**src/rtl/apb_rr_master_if.sv**
```systemverilog
// APB bus bundle between the round-robin master and its single slave.
interface apb_rr_master_if #(
  parameter int ADDR_W = 32,
  parameter int DATA_W = 32
);
  logic                PSEL;
  logic                PENABLE;
  logic                PWRITE;
  logic [ADDR_W-1:0]   PADDR;
  logic [DATA_W-1:0]   PWDATA;
  logic [DATA_W/8-1:0] PSTRB;
  logic                PREADY;
  logic [DATA_W-1:0]   PRDATA;
  logic                PSLVERR;

  modport master (
    output PSEL, PENABLE, PWRITE, PADDR, PWDATA, PSTRB,
    input  PREADY, PRDATA, PSLVERR
  );

  modport slave (
    input  PSEL, PENABLE, PWRITE, PADDR, PWDATA, PSTRB,
    output PREADY, PRDATA, PSLVERR
  );
endinterface

```
**src/rtl/apb_rr_master.sv**
```systemverilog
// Round-robin APB master: arbitrates NUM_REQ requesters onto one APB slave,
// runs SETUP/ACCESS with a PREADY timeout, and returns a one-cycle done pulse.
//
// state  | meaning
// IDLE   | no transfer; pick next eligible requester from rr pointer
// SETUP  | PSEL=1, PENABLE=0; payload latched
// ACCESS | PSEL=1, PENABLE=1; wait for PREADY or timeout
module apb_rr_master #(
  parameter int NUM_REQ = 2,
  parameter int ADDR_W  = 32,
  parameter int DATA_W  = 32,
  parameter int TIMEOUT = 16
) (
  input  logic                         PCLK,
  input  logic                         PRESETn,
  input  logic [NUM_REQ-1:0]           req_valid,
  input  logic [NUM_REQ-1:0]           req_write,
  input  logic [NUM_REQ*ADDR_W-1:0]    req_addr,
  input  logic [NUM_REQ*DATA_W-1:0]    req_wdata,
  input  logic [NUM_REQ*DATA_W/8-1:0]  req_strb,
  output logic [NUM_REQ-1:0]           req_done,
  output logic [DATA_W-1:0]            req_rdata,
  output logic                         req_err,
  apb_rr_master_if.master              apb
);
  localparam int STRB_W = DATA_W / 8;
  localparam int PTR_W  = (NUM_REQ > 1) ? $clog2(NUM_REQ) : 1;
  localparam int CNT_W  = (TIMEOUT > 1) ? $clog2(TIMEOUT) : 1;
  localparam bit TO_EN  = (TIMEOUT != 0);
  localparam logic [CNT_W-1:0] TO_LAST = CNT_W'((TIMEOUT > 0) ? TIMEOUT - 1 : 0);

  typedef enum logic [1:0] {IDLE, SETUP, ACCESS} state_t;

  state_t             state_q, state_d;
  logic               psel_q, psel_d, penable_q, penable_d, pwrite_q, pwrite_d;
  logic [ADDR_W-1:0]  paddr_q, paddr_d;
  logic [DATA_W-1:0]  pwdata_q, pwdata_d, rdata_d;
  logic [STRB_W-1:0]  pstrb_q, pstrb_d;
  logic [NUM_REQ-1:0] done_d, eligible;
  logic               err_d, found;
  logic [CNT_W-1:0]   cnt_q, cnt_d;
  logic [PTR_W-1:0]   grant_q, grant_d, rr_q, rr_d, win, idx;

  logic [ADDR_W-1:0]  addr_arr  [NUM_REQ];
  logic [DATA_W-1:0]  wdata_arr [NUM_REQ];
  logic [STRB_W-1:0]  strb_arr  [NUM_REQ];

  for (genvar g = 0; g < NUM_REQ; g++) begin : g_unpack
    assign addr_arr[g]  = req_addr[g*ADDR_W +: ADDR_W];
    assign wdata_arr[g] = req_wdata[g*DATA_W +: DATA_W];
    assign strb_arr[g]  = req_strb[g*STRB_W +: STRB_W];
  end

  assign apb.PSEL    = psel_q;
  assign apb.PENABLE = penable_q;
  assign apb.PWRITE  = pwrite_q;
  assign apb.PADDR   = paddr_q;
  assign apb.PWDATA  = pwdata_q;
  assign apb.PSTRB   = pstrb_q;

  always_comb begin
    state_d   = state_q;
    psel_d    = psel_q;
    penable_d = penable_q;
    pwrite_d  = pwrite_q;
    paddr_d   = paddr_q;
    pwdata_d  = pwdata_q;
    pstrb_d   = pstrb_q;
    done_d    = '0;
    rdata_d   = req_rdata;
    err_d     = 1'b0;
    cnt_d     = cnt_q;
    grant_d   = grant_q;
    rr_d      = rr_q;
    found     = 1'b0;
    win       = '0;
    idx       = '0;
    // A requester in its done cycle is masked so a still-high valid is not re-granted.
    eligible  = req_valid & ~req_done;

    for (int i = 0; i < NUM_REQ; i++) begin
      idx = (int'(rr_q) + i >= NUM_REQ) ? PTR_W'(int'(rr_q) + i - NUM_REQ)
                                        : PTR_W'(int'(rr_q) + i);
      if (!found && eligible[idx]) begin
        found = 1'b1;
        win   = idx;
      end
    end

    case (state_q)
      IDLE: begin
        if (found) begin
          grant_d  = win;
          rr_d     = (win == PTR_W'(NUM_REQ - 1)) ? '0 : win + PTR_W'(1);
          pwrite_d = req_write[win];
          paddr_d  = addr_arr[win];
          pwdata_d = req_write[win] ? wdata_arr[win] : '0;
          pstrb_d  = req_write[win] ? strb_arr[win] : '0;
          psel_d   = 1'b1;
          cnt_d    = '0;
          state_d  = SETUP;
        end
      end
      SETUP: begin
        penable_d = 1'b1;
        state_d   = ACCESS;
      end
      ACCESS: begin
        if (apb.PREADY) begin
          psel_d          = 1'b0;
          penable_d       = 1'b0;
          done_d[grant_q] = 1'b1;
          rdata_d         = pwrite_q ? '0 : apb.PRDATA;
          err_d           = apb.PSLVERR;
          state_d         = IDLE;
        end else if (TO_EN && cnt_q == TO_LAST) begin
          psel_d          = 1'b0;
          penable_d       = 1'b0;
          done_d[grant_q] = 1'b1;
          rdata_d         = '0;
          err_d           = 1'b1;
          state_d         = IDLE;
        end else begin
          cnt_d = cnt_q + CNT_W'(1);
        end
      end
      default: state_d = IDLE;
    endcase
  end

  always_ff @(posedge PCLK or negedge PRESETn) begin
    if (!PRESETn) begin
      state_q   <= IDLE;
      psel_q    <= 1'b0;
      penable_q <= 1'b0;
      pwrite_q  <= 1'b0;
      paddr_q   <= '0;
      pwdata_q  <= '0;
      pstrb_q   <= '0;
      req_done  <= '0;
      req_rdata <= '0;
      req_err   <= 1'b0;
      cnt_q     <= '0;
      grant_q   <= '0;
      rr_q      <= '0;
    end else begin
      state_q   <= state_d;
      psel_q    <= psel_d;
      penable_q <= penable_d;
      pwrite_q  <= pwrite_d;
      paddr_q   <= paddr_d;
      pwdata_q  <= pwdata_d;
      pstrb_q   <= pstrb_d;
      req_done  <= done_d;
      req_rdata <= rdata_d;
      req_err   <= err_d;
      cnt_q     <= cnt_d;
      grant_q   <= grant_d;
      rr_q      <= rr_d;
    end
  end
endmodule

```
**src/flat_wrapper.sv**
```systemverilog
// flat-port wrapper written by rule: the top's interface ports become plain ports
module apb_rr_master_flat 
#(
  parameter int NUM_REQ = 2,
  parameter int ADDR_W  = 32,
  parameter int DATA_W  = 32,
  parameter int TIMEOUT = 16
)
  (PCLK, PRESETn, req_valid, req_write, req_addr, req_wdata, req_strb, req_done, req_rdata, req_err, apb_PSEL, apb_PENABLE, apb_PWRITE, apb_PADDR, apb_PWDATA, apb_PSTRB, apb_PREADY, apb_PRDATA, apb_PSLVERR);
  apb_rr_master_if #(.ADDR_W(ADDR_W), .DATA_W(DATA_W)) apb_i ();
  input  logic PCLK;
  input  logic PRESETn;
  input  logic [NUM_REQ-1:0] req_valid;
  input  logic [NUM_REQ-1:0] req_write;
  input  logic [NUM_REQ*ADDR_W-1:0] req_addr;
  input  logic [NUM_REQ*DATA_W-1:0] req_wdata;
  input  logic [NUM_REQ*DATA_W/8-1:0] req_strb;
  output logic [NUM_REQ-1:0] req_done;
  output logic [DATA_W-1:0] req_rdata;
  output logic req_err;
  output wire logic [$bits(apb_i.PSEL)-1:0] apb_PSEL;
  output wire logic [$bits(apb_i.PENABLE)-1:0] apb_PENABLE;
  output wire logic [$bits(apb_i.PWRITE)-1:0] apb_PWRITE;
  output wire logic [$bits(apb_i.PADDR)-1:0] apb_PADDR;
  output wire logic [$bits(apb_i.PWDATA)-1:0] apb_PWDATA;
  output wire logic [$bits(apb_i.PSTRB)-1:0] apb_PSTRB;
  input wire logic [$bits(apb_i.PREADY)-1:0] apb_PREADY;
  input wire logic [$bits(apb_i.PRDATA)-1:0] apb_PRDATA;
  input wire logic [$bits(apb_i.PSLVERR)-1:0] apb_PSLVERR;
  assign apb_PSEL = apb_i.PSEL;
  assign apb_PENABLE = apb_i.PENABLE;
  assign apb_PWRITE = apb_i.PWRITE;
  assign apb_PADDR = apb_i.PADDR;
  assign apb_PWDATA = apb_i.PWDATA;
  assign apb_PSTRB = apb_i.PSTRB;
  assign apb_i.PREADY = apb_PREADY;
  assign apb_i.PRDATA = apb_PRDATA;
  assign apb_i.PSLVERR = apb_PSLVERR;
  apb_rr_master #(.NUM_REQ(NUM_REQ), .ADDR_W(ADDR_W), .DATA_W(DATA_W), .TIMEOUT(TIMEOUT)) u_core (.PCLK(PCLK), .PRESETn(PRESETn), .req_valid(req_valid), .req_write(req_write), .req_addr(req_addr), .req_wdata(req_wdata), .req_strb(req_strb), .req_done(req_done), .req_rdata(req_rdata), .req_err(req_err), .apb(apb_i));
endmodule
```
**config.mk**
```make
export PLATFORM = sky130hd
export DESIGN_NAME = apb_rr_master_flat
export DESIGN_NICKNAME = d
export VERILOG_FILES = /design/src/rtl/apb_rr_master_if.sv /design/src/rtl/apb_rr_master.sv /design/src/flat_wrapper.sv
export SDC_FILE = /design/constraint.sdc
export NUM_CORES = 1
export LEC_CHECK = 0
export ABC_AREA = 1
export CAP_MARGIN = 20
export CORE_MARGIN = 2
export CORE_UTILIZATION = 37
export CTS_CLUSTER_DIAMETER = 150
export DETAILED_ROUTE_END_ITERATION = 10
export PLACE_DENSITY = 0.78
export SYNTH_ARGS = -nofsm -noshare
export SYNTH_HDL_FRONTEND = slang
export SYNTH_SLANG_ARGS = --single-unit
```
**constraint.sdc**
```tcl
create_clock -name PCLK -period 1.3 [get_ports PCLK]
set_input_delay 0.325 -clock PCLK [delete_from_list [all_inputs] [get_ports PCLK]]
set_output_delay 0.325 -clock PCLK [all_outputs]
set_load 0.02 [all_outputs]
```
==> impl_results.md, run 1 <==
* Final Hold Fails at 0
* R2r setup slk at -0.09 ns
* Die Area at 0.0161 mm2
* Starting DRC count in detailed routing at 297
* Die Ht at 127 um
* Initial antenna violation count at 0
* Number of distinct library cells after synthesis at 27
* Share of layout cells above drive strength 1 at 34.5%
* Gr usage total at 21.3%
* Leak at 0.00519 uW
* First-pass DRT Iterations at 4
* Root Buffer Master: clkbuf_16
* Average cell area after synthesis at 8.38 um2
* Yosys warns at 0
* Layout area overhead at 86.7%
* Crit Path Max Fanout at 2
* Residual DRC at 0
* Total power at 23300 uW
* Ports at 282
* FF+latch count, synth at 114
* Final WL at 18600 um
* CTS tree: yes
* Final HPWL DP at 12400 um
* Synth Flop Type: dfrtp_1
* Mapped cell area at 0.00560 mm2
* CP arrival at 1.07 ns
* First-pass GRT wire length at 27300 um
* Crit path launch type: flip-flop
* Post-Layout Cell Count at 1222
* Post-route ant nets at 0
* CP endpoint kind: primary output
* Largest net degree at the start of global routing at 42
* Power Density at 2230 mW/mm2
* CP required at 0.98 ns
* Initial core utilization at 38.2%
* Outcome: finished, violations left
* Hold Crit Class: in -> async
* Port Buffer Count at 281
* Setup repair after global routing missed its margin: yes
* # rows at 44
* Max VDD drop at 1.35 mV
* FF/Latch Area at 0.00285 mm2
* DR WL/cell at 15.3 um
* Die W at 127 um
* Clock sink count at 114
* Fin crit share at 108%
* GRT overflow at 0
* Post-synth EDFFs at 0
* Async SR Flop Fraction at 100%
* Tmin final at 1.40 ns
* Most common cell after layout, fill and taps aside: nand2_1
* Worst-Margin Slew at 0.311 ns
* Vias in the first global route at 5391
* Final-stage net count at 1205
* Total CTS buffers at 17
* Fin. max-slew vios at 0
* Peak Freq at 714 MHz
* Mapped Cells at 668
* Total number of vias at 5714
* Failing checks: negative setup slack
* Drt via density at 4.68
* Post-route setup slack at -0.0998 ns
* Most frequent cells in the layout: 257 x nand2_1, 174 x clkdlybuf4s50_1, 113 x dfrtp_1
* Max clock buf depth at 2
* Sequential share of the synthesized area at 51.0%
* FILL cells at 1078
* Cells after DPL at 1137
* Area of the multi-input gates at 0.00260 mm2
* Clock Skew at 0.0109 ns
* R2R depth at 10
* Final Setup Violations at 90
* Synthesized net count at 848
* Max Cap Viol at 0
* Relative slew margins at 79.2%
* CTS clk-pin slew, worst paths at 0.05 ns
* Insertion delay to the later sink of the worst-skew pair at 0.41 ns
* Ant. Diodes at 0
* Critical path class: reg -> out
* Global placer's final weighted congestion at 0.844
* H-Tree Depth at 4
* Core Box Area at 0.0146 mm2
registers in the layout (all words and copies together), names as in the netlist:
register,count
u_core.apb.PADDR,32
u_core.apb.PWDATA,32
u_core.req_rdata,32
u_core.apb.PSTRB,4
u_core.cnt_q,4
u_core.req_done,2
u_core.state_q,2
u_core.apb.PENABLE,1
u_core.apb.PSEL,1
u_core.apb.PWRITE,1
u_core.grant_q,1
u_core.req_err,1
u_core.rr_q,1
logic make-up (layout without fill, tap and decap cells):
group	Yosys count	after routing	share of synthesized area, %
AOI/OAI and AO/OA	42	42	3.78
buffers and inverters	88	458	8.96
and+or+nand+nor	420	420	35.4
adders and majority gates	4	4	0.894
DFF	114	114	51.0
metal layers:
layer	wire length, um	global-route usage, %	vias up
met5	0	0	-
met4	338	7.24	0
met3	1310	7.71	27
met2	9660	36.5	201
met1	7320	24.9	2663
li1	-	-	2823
critical path, cell delays in order (launching register included):
cell     delay [ns]
dfrtp_2        0.41
buf_4          0.14
buf_6          0.12
worst paths after layout:
| path | from | end |
|---|---|---|
| hold reg to reg | u_core.grant_q$_DFFE_PN0P_ | u_core.req_done[0]$_DFF_PN0_ |
| max in group asynchronous | PRESETn | u_core.apb.PADDR[28]$_DFFE_PN0P_ |
| setup reg to reg | u_core.req_done[1]$_DFF_PN0_ | u_core.apb.PWDATA[25]$_DFFE_PN0P_ |
| setup / recovery | u_core.req_done[1]$_DFF_PN0_ | req_done[1] |
| hold / removal | PRESETn | u_core.state_q[1]$_DFFE_PN0P_ |
| min in group PCLK | u_core.grant_q$_DFFE_PN0P_ | u_core.req_done[0]$_DFF_PN0_ |
where the power goes:
group	total [uW]	switching, uW	internal [uW]	leakage [uW]
combinational	12100	6150	5950	0.00342
sequential	6140	1110	5030	0.00146
clock	5060	1600	3450	0.000315
Yosys cell counts, types with 2 or more instances:
master    count  area (um2)
a21oi_1       2        10.0
buf_12        4        80.1
buf_2        10        50.1
buf_4        10        75.1
buf_6         7        78.8
clkbuf_1      6        22.5
dfrtp_1     114        2850
ha_1          4        50.1
inv_1        46         173
inv_2         2        7.51
nand2_1     288        1080
nand2_2       2        12.5
nand2_4       3        33.8
nand2_8       2        40.0
nand3_1      82         410
nand3_2      33         330
nor2_1        4        15.0
nor2_4        2        22.5
o21ai_0      38         190
or2_2         2        12.5
area by class of cell:
type                       instances  area share [%]
multi-input combinational        466            24.9
tap                              184            2.20
sequential                       114            27.3
clock inverter                     9            1.44
inverter                          49            1.81
clock buffer                      23            4.77
timing repair buffer             377            37.6
timing repair:
item / CTS / global route
hold endpoints to repair: 15 / 0
setup buffers: 2 / 43
gates resized for setup: 469 / 277
pin swaps: 0 / 11
setup endpoints to repair: 217 / 207
gates cloned: 0 / 7
hold buffers: 1 / 0
through the flow:
| stage | TNS [ns] | area (um2) | util (%) | setup WS, ns | hold slack [ns] |
|---|---|---|---|---|---|
| floorplan | -0.635 | 5600 | - | -0.0216 | 0.0294 |
| global placement | -37.07 | 8870 | 60.6 | -0.448 | 0.239 |
| detailed placement | -40.01 | 8870 | 60.6 | -0.492 | 0.243 |
| CTS | -3.59 | 9190 | 62.7 | -0.0944 | 0.363 |
| global route | -11.55 | 10500 | 71.4 | -0.168 | 0.369 |
| finish | -3.65 | 10500 | 71.4 | -0.0998 | 0.374 |
No activity file was read; power rests on OpenSTA's default activity.
==> run 2: changes to the inputs <==
- CORE_UTILIZATION: 37 -> 30
- HOLD_SLACK_MARGIN: unset -> 0.05
- PLACE_DENSITY: 0.78 -> 0.65
==> impl_results.md, run 2 (synthesized netlist as in run 1, its figures left out) <==
* Final Setup Violations at 107
* First-pass GRT wire length at 29400 um
* Die W at 141 um
* Sequential power share at 25.2%
* Setup TNS at -4.39 ns
* Drt via density at 4.62
* Sw Share at 39.2%
* Clock group share of total power at 20.0%
* Fin crit share at 107%
* Port Buffer Count at 281
* CP endpoint kind: flip-flop
* Clock sink count at 114
* Final HPWL DP at 12900 um
* Post-Layout Cell Count at 1278
* Family with the most delay on the worst path: buffers and inverters
* CTS clk-pin slew, worst paths at 0.06 ns
* Post-route setup slack at -0.0949 ns
* Share of layout cells above drive strength 1 at 38.2%
* Die Ht at 141 um
* Leak at 0.00549 uW
* Crit path launch type: flip-flop
* Post-route ant nets at 0
* Final-stage net count at 1217
* RR Startpoint: u_core.req_done[1]$_DFF_PN0_
* Hold Crit Class: in -> async
* Root Buffer Master: clkbuf_16
* Setup repair after global routing missed its margin: yes
* Most frequent cells in the layout: 244 x nand2_1, 174 x clkdlybuf4s50_1, 113 x dfrtp_1
* Most common cell after layout, fill and taps aside: nand2_1
* Final instance area at 0.0108 mm2
* Cells after DPL at 1177
* Residual DRC at 0
* Worst R2R End: u_core.apb.PADDR[4]$_DFFE_PN0P_
* Max stage delay on crit path at 0.41 ns
* Max Cap Viol at 0
* Power Density at 2210 mW/mm2
* Worst Setup SP: u_core.req_done[1]$_DFF_PN0_
* GRT overflow at 0
* Gr usage total at 18.9%
* Bufs and invs on worst path at 5
* Global Route met2 Usage at 31.5%
* CP required at 1.65 ns
* Internal power at 14500 uW
* Insertion delay to the later sink of the worst-skew pair at 0.42 ns
* DR WL/cell at 16.3 um
* First-pass DRT Iterations at 5
* CP arrival at 1.75 ns
* Max VDD drop at 1.23 mV
* Critical path class: reg -> reg
* Clock Skew at 0.00847 ns
* Tmin final at 1.39 ns
* CTS tree: yes
* Levels on crit path at 10
* Starting DRC count in detailed routing at 274
* Worst Setup EP: u_core.apb.PADDR[4]$_DFFE_PN0P_
* Total number of vias at 5903
* Fin. max-slew vios at 0
* Switching power at 9380 uW
* GRT met1 Usage at 23.3%
* R2r setup slk at -0.09 ns
* Final WL at 20800 um
* Total CTS buffers at 17
* Hold slack at 0.302 ns
* Initial antenna violation count at 0
* Relative slew margins at 81.2%
* Ant. Diodes at 0
* Vias in the first global route at 5580
* Largest net degree at the start of global routing at 50
* R2R depth at 10
* Initial core utilization at 30.8%
* Placed cell area at 0.00888 mm2
* Outcome: finished, violations left
* Grt met3 use at 6.35%
* # rows at 49
* Failing checks: negative setup slack
* Place WS at -0.466 ns
* Max clock buf depth at 2
* Crit Path Max Fanout at 8
* Global placer's final weighted congestion at 0.812
* Peak Freq at 717 MHz
* Ports at 282
* Core Box Area at 0.0181 mm2
* Slowest cell on crit path: dfrtp_2
* H-Tree Depth at 4
* Worst-Margin Slew at 0.282 ns
* Final Hold Fails at 0
* Busiest grt layer: met2
* Layout area overhead at 93.7%
* Crit-path cells: inv_2, nand2_4, clkinv_4, nand2_4, buf_6, nor2_4, buf_6, clkbuf_16, nand2_2, nand3_2
* Die Area at 0.0198 mm2
* Logic pwr share at 54.7%
==> run 2: cell types whose count changed in the layout (fill, tap and decap cells not counted), sizes merged <==
cell and change:
nand2 +1, inv +1, buf +6, clkinv +2, bufinv -1, clkinvlp +2
==> run 2: worst min-delay path by stage <==
stage,endpoint,slack (ns)
2_1_floorplan,u_core.apb.PADDR[0]$_DFFE_PN0P_,0.03
3_3_place_gp,u_core.apb.PSTRB[0]$_DFFE_PN0P_,0.19
3_5_place_dp,u_core.apb.PSTRB[0]$_DFFE_PN0P_,0.19
4_1_cts,u_core.apb.PSTRB[0]$_DFFE_PN0P_,0.29
5_1_grt,u_core.apb.PWDATA[13]$_DFFE_PN0P_,0.31
6_report,u_core.apb.PSTRB[0]$_DFFE_PN0P_,0.30
==> run 2: power groups by stage <==
stage	registers, uW	logic, uW	clock network [uW]
2_1_floorplan	7470	3650	0
3_3_place_gp	5810	10200	0
3_5_place_dp	5810	10300	0
4_1_cts	5890	10500	4900
5_1_grt	6180	14000	5030
6_report	6040	13100	4800
==> run 2: worst register-to-register path, cell delays in order (launching register included) <==
cell,delay (ns)
dfrtp_2,0.41
inv_2,0.07
nand2_4,0.06
clkinv_4,0.06
nand2_4,0.06
buf_6,0.12
nor2_4,0.12
buf_6,0.14
clkbuf_16,0.18
nand2_2,0.06
nand3_2,0.06
==> run 2: area by class of cell <==
| type | count | area (um2) |
|---|---|---|
| fillers | 1555 | 7310 |
| inverters | 49 | 189 |
| multi-input cells | 467 | 2760 |
| clock buffers | 18 | 429 |
| well taps | 229 | 287 |
| flip-flops and latches | 114 | 2850 |
| repair buffers | 388 | 4160 |
| clock inverters | 13 | 161 |
==> run 2: repair_timing <==
| action | 4_1_cts | 5_1_grt |
|---|---|---|
| resized for setup | 555 | 225 |
| buffers inserted | 21 | 35 |
| hold buffers | 1 | 0 |
| endpoints found under the hold margin | 40 | 0 |
| pin swaps | 6 | 26 |
| cloned | 3 | 12 |
| endpoints found under the setup margin | 218 | 193 |
==> run 2: per-layer routing <==
metal | up-vias | wire [um]
li1 | 2852 | -
met5 | - | 0
met4 | 0 | 481
met1 | 2827 | 8520
met2 | 191 | 10400
met3 | 33 | 1440
==> run 2: through the flow <==
stage          total power, uW  utilization (%)
2_1_floorplan            11100                -
3_3_place_gp             16000             48.9
3_5_place_dp             16100             48.9
4_1_cts                  21300             52.7
5_1_grt                  25200             59.7
6_report                 23900             59.7
